### config.mk
export PLATFORM = sky130hd
export DESIGN_NAME = simon_playback_sequencer
export DESIGN_NICKNAME = d
export VERILOG_FILES = /design/src/rtl/simon_pkg.sv /design/src/rtl/simon_dwell_timer.sv /design/src/rtl/simon_playback_sequencer.sv
export SDC_FILE = /design/constraint.sdc
export NUM_CORES = 1
export LEC_CHECK = 0
export CAP_MARGIN = 20
export CORE_MARGIN = 1
export CORE_UTILIZATION = 30
export DETAILED_ROUTE_END_ITERATION = 16
export SLEW_MARGIN = 0
export SYNTH_ARGS = -nofsm -noshare
export SYNTH_HDL_FRONTEND = slang
export SYNTH_HIERARCHICAL = 1
export SYNTH_SLANG_ARGS = --single-unit
### constraint.sdc
create_clock -name clk -period 5.6 [get_ports clk]
set_input_delay 1.4 -clock clk [delete_from_list [all_inputs] [get_ports clk]]
set_output_delay 1.4 -clock clk [all_outputs]
set_load 0.03 [all_outputs]
### src/rtl/simon_pkg.sv
// Shared Simon game definitions: default widths, playback state encoding
// and the LED mode constants used by the Simon controller.
package simon_pkg;

    localparam int unsigned SIMON_ADDR_W = 4;
    localparam int unsigned SIMON_DATA_W = 4;

    // Pattern-playback sequencer states.
    typedef enum logic [2:0] {
        ST_IDLE   = 3'd0,
        ST_FETCH  = 3'd1,
        ST_WAIT   = 3'd2,
        ST_SHOW   = 3'd3,
        ST_GAP    = 3'd4,
        ST_FINISH = 3'd5
    } play_state_e;

    // LED mode select used by the Simon controller's display mux.
    typedef enum logic [1:0] {
        LED_MODE_OFF     = 2'd0,
        LED_MODE_PATTERN = 2'd1,
        LED_MODE_WIN     = 2'd2,
        LED_MODE_LOSE    = 2'd3
    } led_mode_e;

endpackage

### src/rtl/simon_dwell_timer.sv
// Loadable down-counter that holds at zero; shared by the SHOW and GAP phases.
// Ports:
//   clk, rst    - clock, synchronous active-high reset
//   load        - load load_value this cycle (overrides decrement)
//   load_value  - value loaded into the counter
//   zero_c      - counter currently equals zero
module simon_dwell_timer #(
    parameter int unsigned TIMER_W = 24
) (
    input  logic               clk,
    input  logic               rst,
    input  logic               load,
    input  logic [TIMER_W-1:0] load_value,
    output logic               zero_c
);

    logic [TIMER_W-1:0] count;

    // Count down to zero and hold there until reloaded.
    always_ff @(posedge clk) begin
        if (rst) begin
            count <= '0;
        end else if (load) begin
            count <= load_value;
        end else if (count != '0) begin
            count <= count - TIMER_W'(1);
        end
    end

    assign zero_c = (count == '0);

endmodule

### src/rtl/simon_playback_sequencer.sv
// Plays pattern memory entries 0..count-1 on the LEDs, each shown for
// ON_CYCLES followed by OFF_CYCLES of blank display, then pulses done.
// Ports:
//   clk, rst      - clock, synchronous active-high reset
//   start         - request playback of count entries (honoured in IDLE only)
//   abort         - abandon playback, back to IDLE without done
//   count         - number of entries, captured on an accepted start
//   mem_rd_en     - memory read strobe
//   mem_addr      - memory read address (current entry index)
//   mem_rd_data   - memory read data, valid one cycle after mem_rd_en
//   display_leds  - pattern LED drive, nonzero only while showing an entry
//   busy          - high whenever not IDLE
//   done          - one-cycle pulse on normal completion
module simon_playback_sequencer
    import simon_pkg::*;
#(
    parameter int unsigned ADDR_W     = SIMON_ADDR_W,
    parameter int unsigned DATA_W     = SIMON_DATA_W,
    parameter int unsigned ON_CYCLES  = 12500000,
    parameter int unsigned OFF_CYCLES = 2500000,
    parameter int unsigned TIMER_W    = 24
) (
    input  logic              clk,
    input  logic              rst,
    input  logic              start,
    input  logic              abort,
    input  logic [ADDR_W-1:0] count,
    output logic              mem_rd_en,
    output logic [ADDR_W-1:0] mem_addr,
    input  logic [DATA_W-1:0] mem_rd_data,
    output logic [DATA_W-1:0] display_leds,
    output logic              busy,
    output logic              done
);

    localparam int unsigned IDX_W = ADDR_W + 1;

    play_state_e        state;
    logic [ADDR_W-1:0]  index;
    logic [ADDR_W-1:0]  count_q;
    logic [DATA_W-1:0]  pattern_q;

    logic               timer_load;
    logic [TIMER_W-1:0] timer_value;
    logic               timer_zero;
    logic               advance;
    logic               last_entry;

    // Timer is loaded with the ON dwell at the end of WAIT, and with the
    // OFF dwell when SHOW expires (only if a gap exists).
    always_comb begin
        timer_load  = 1'b0;
        timer_value = TIMER_W'(ON_CYCLES - 1);
        if (state == ST_WAIT) begin
            timer_load = 1'b1;
        end else if (state == ST_SHOW && timer_zero && OFF_CYCLES != 0) begin
            timer_load  = 1'b1;
            timer_value = TIMER_W'(OFF_CYCLES - 1);
        end
    end

    simon_dwell_timer #(
        .TIMER_W(TIMER_W)
    ) u_dwell_timer (
        .clk       (clk),
        .rst       (rst),
        .load      (timer_load),
        .load_value(timer_value),
        .zero_c    (timer_zero)
    );

    // Entry finished: end of GAP, or end of SHOW when there is no gap.
    assign advance = timer_zero &&
                     ((state == ST_SHOW && OFF_CYCLES == 0) || state == ST_GAP);

    // Extra bit keeps index+1 from wrapping when count_q is all ones.
    assign last_entry = ({1'b0, index} + IDX_W'(1)) == {1'b0, count_q};

    assign mem_addr = index;

    // Outputs are registered alongside the state so they line up with it.
    always_ff @(posedge clk) begin
        if (rst) begin
            state        <= ST_IDLE;
            index        <= '0;
            count_q      <= '0;
            pattern_q    <= '0;
            mem_rd_en    <= 1'b0;
            display_leds <= '0;
            busy         <= 1'b0;
            done         <= 1'b0;
        end else begin
            mem_rd_en    <= 1'b0;
            display_leds <= '0;
            done         <= 1'b0;
            busy         <= 1'b1;
            if (abort && state != ST_IDLE) begin
                state <= ST_IDLE;
                busy  <= 1'b0;
            end else begin
                case (state)
                    ST_IDLE: begin
                        busy <= 1'b0;
                        if (start) begin
                            busy <= 1'b1;
                            if (count != '0) begin
                                count_q   <= count;
                                index     <= '0;
                                mem_rd_en <= 1'b1;
                                state     <= ST_FETCH;
                            end else begin
                                done  <= 1'b1;
                                state <= ST_FINISH;
                            end
                        end
                    end
                    ST_FETCH: state <= ST_WAIT;
                    ST_WAIT: begin
                        pattern_q    <= mem_rd_data;
                        display_leds <= mem_rd_data;
                        state        <= ST_SHOW;
                    end
                    ST_SHOW: begin
                        if (!timer_zero) begin
                            display_leds <= pattern_q;
                        end else if (OFF_CYCLES != 0) begin
                            state <= ST_GAP;
                        end
                    end
                    ST_GAP: ;
                    ST_FINISH: begin
                        busy  <= 1'b0;
                        state <= ST_IDLE;
                    end
                    default: begin
                        busy  <= 1'b0;
                        state <= ST_IDLE;
                    end
                endcase

                if (advance) begin
                    if (last_entry) begin
                        done  <= 1'b1;
                        state <= ST_FINISH;
                    end else begin
                        index     <= index + ADDR_W'(1);
                        mem_rd_en <= 1'b1;
                        state     <= ST_FETCH;
                    end
                end
            end
        end
    end

endmodule
==> results.sh <==
export IMPL_crit_type="register to register"
export IMPL_avgSynthCellArea_um2=8.491
export IMPL_gp_congestion=0.7789
export IMPL_setup_ws_ns=1.831
export IMPL_cp_data_required_time_ns=5.84
export IMPL_ys_seq_area_share_pct=38.59
export IMPL_cts_tree="built"
export IMPL_rsz0062_at_grt="no"
export IMPL_hpwl_um=3355
export IMPL_dieWidth_um=91.18
export IMPL_swShare_pct=41.79
export IMPL_clockBufferDepth=2
export IMPL_period_share_pct=67.31
export IMPL_p_leak_nw=1.060
export IMPL_setup_tns_ns=0
export IMPL_crit_path_start_kind="register"
export IMPL_synth_seq_cells=46
export IMPL_power_share_clock_pct=14.0
export IMPL_core_area_um2=7727
export IMPL_portBuffers=22
export IMPL_clk_latency_ns=0.29
export IMPL_cts_made_buffers=5
export IMPL_ys_async_sr_fraction_pct=0
export IMPL_hp_class="register to register"
export IMPL_dp_worst_setup_slack_ns=1.804
export IMPL_synth_flop_cell="dfxtp_1"
export IMPL_antenna_cells=0
export IMPL_grt_pass1_vias=1788
export IMPL_first_iter_violations=144
export IMPL_wl_um=4865
export IMPL_ctsResizeCount=0
export IMPL_yosysTopAreaCellShare_pct=38.59
export IMPL_initial_core_util_pct=30.88
export IMPL_critical_path_arrival_ns=4.01
export IMPL_top_level_ports=23
export IMPL_netlist_area_um2=2386
export IMPL_ant_nets=0
export IMPL_syn_instance_count=281
export IMPL_grt_overflow_total=0
export IMPL_clock_sinks=46
export IMPL_grt_use_total_pct=12.21
export IMPL_fin_worst_skew_ns=0.01023
export IMPL_crit_fanout=22
export IMPL_final_cell_mix="46 x dfxtp_1, 35 x nand2_1, 35 x nor2_1, 22 x clkdlybuf4s50_1, 16 x conb_1"
export IMPL_intPower_mw=0.8144
export IMPL_fill_cells=799
export IMPL_ys_types=55
export IMPL_post_place_cells=407
export IMPL_fmax_mhz=265.3
export IMPL_hold_viol_final=0
export IMPL_cap_viol_max_count=0
export IMPL_htree_num_levels=2
export IMPL_nets=327
export IMPL_synth_area_leaders="dfxtp_1 39%, nand2_1 5.5%, nor2_1 5.5%"
export IMPL_die_area_um2=8314
export IMPL_ys_warn_count=6
export IMPL_vias=1974
export IMPL_clk_pin_slew_ns=0.09
export IMPL_p_seq_share_pct=37.6
export IMPL_antenna_found_initial=0
export IMPL_first_pass_iters=4
export IMPL_finalCriticalPeriod_ns=3.769
export IMPL_peakVddDrop_v=0.0001686
export IMPL_yosys_area_top_type="dfxtp_1"
export IMPL_dieHeight_um=91.18
export IMPL_critPathCaptureType="register"
export IMPL_drcViolationCount=0
export IMPL_slew_headroom_pct=30.75
export IMPL_switching_power_mw=0.5847
export IMPL_grt_pass1_wl_um=8342
export IMPL_viasPerCell=4.768
export IMPL_instances_no_fill=414
export IMPL_grt_max_degree=25
export IMPL_layout_commonest_cell="dfxtp_1"
export IMPL_root_buffer="clkbuf_8"
export IMPL_power_frac_comb_pct=48.5
export IMPL_layout_drive_gt1_share_pct=5.769
export IMPL_worstMarginPinSlew_ns=1.037
export IMPL_synth_enable_flop_cells=0
export IMPL_fp_row_count=32
export IMPL_pwr_density_cell_nw_per_um2=499.0
export IMPL_wire_per_inst_um=11.75
export IMPL_slew_viol_final=0
export IMPL_finalSetupViolations=0
export IMPL_area_delta_synth_final_pct=17.51
export IMPL_cts_setup_buffers=0
export IMPL_outcome="finished, final reports clean"
export IMPL_cts_hold_buf=0
synth_stat cells, types with 4 or more instances:
master	count
xnor2_1	9
or3_1	7
inv_1	5
mux2i_1	5
a21oi_1	11
o21ai_0	13
buf_2	4
nor2_1	35
xor2_1	15
nor3_1	11
nand3_1	5
dfxtp_1	46
clkbuf_1	6
nand2_1	35
a22oi_1	8
nand2b_1	4
power by group through the flow:
stage | registers (mW) | logic (mW) | clock network [mW]
5_1_grt | 0.541 | 0.759 | 0.218
4_1_cts | 0.524 | 0.682 | 0.205
2_1_floorplan | 0.505 | 0.566 | 0
6_report | 0.526 | 0.678 | 0.195
3_5_place_dp | 0.531 | 0.676 | 0
3_3_place_gp | 0.528 | 0.669 | 0
worst paths after layout:
check / startpoint / end / slack [ns] / depth (start not counted)
max: u_dwell_timer/count[4] / u_dwell_timer/count[11] / 1.83 / 8
min: pattern_q[1] / pattern_q[1] / 0.50 / 2
max reg2reg: u_dwell_timer/count[4] / u_dwell_timer/count[11] / 1.83 / 8
min reg2reg: pattern_q[1] / pattern_q[1] / 0.50 / 2
through the flow:
step / cell area, um2 / hold slack [ns] / utilization [%] / power (mW)
floorplan: 2439 / 0.4613 / - / 1.070
global placement: 2724 / 0.4807 / 35.25 / 1.197
detailed placement: 2724 / 0.4845 / 35.25 / 1.206
CTS: 2804 / 0.5050 / 36.29 / 1.410
global route: 2804 / 0.5276 / 36.29 / 1.518
finish: 2804 / 0.5012 / 36.29 / 1.399
area by class of cell:
| type | instances | area [um2] | area share (%) |
|---|---|---|---|
| Multi-Input combinational cell | 230 | 1421 | 50.69 |
| Sequential cell | 46 | 920.9 | 32.84 |
| Timing Repair Buffer | 24 | 235.2 | 8.389 |
| Tap cell | 102 | 127.6 | 4.552 |
| Clock buffer | 6 | 72.57 | 2.588 |
| Inverter | 5 | 18.77 | 0.6693 |
| Clock inverter | 1 | 7.507 | 0.2677 |
registers in the layout, indices dropped and copies added, names as in the netlist:
name and count:
done 1, mem_addr 4, pattern_q 4, u_dwell_timer/count 24, mem_rd_en 1, busy 1
display_leds 4, count_q 4, state 3
cells by family after synthesis:
logic type | share of synthesized area, %
xor gates and xnor gates | 8.810
other | 0.3147
buffers and inverters | 4.038
and+or+nand+nor | 27.74
DFF | 38.59
muxes | 2.570
AOI/OAI and AO/OA | 16.36
adders and majority gates | 1.573
routing by layer:
layer,share of wire [%],track usage (%),wire length (um),up-vias
met3,3.1,2.764,151,0
met4,0,2.778,0,0
li1,-,-,-,1034
met2,48,19.95,2328,31
met5,0,0,0,-
met1,49,16.34,2384,909
critical path: stages, from the launching register on:
cell      delay, ns
dfxtp_1        0.35
or4_1          0.66
and4bb_1       0.36
and3_1         0.16
buf_4          0.24
nand2_1        0.26
nand2_1        0.50
nor2b_1        0.89
a221o_1        0.29
Power figures use the tool's default switching activity.
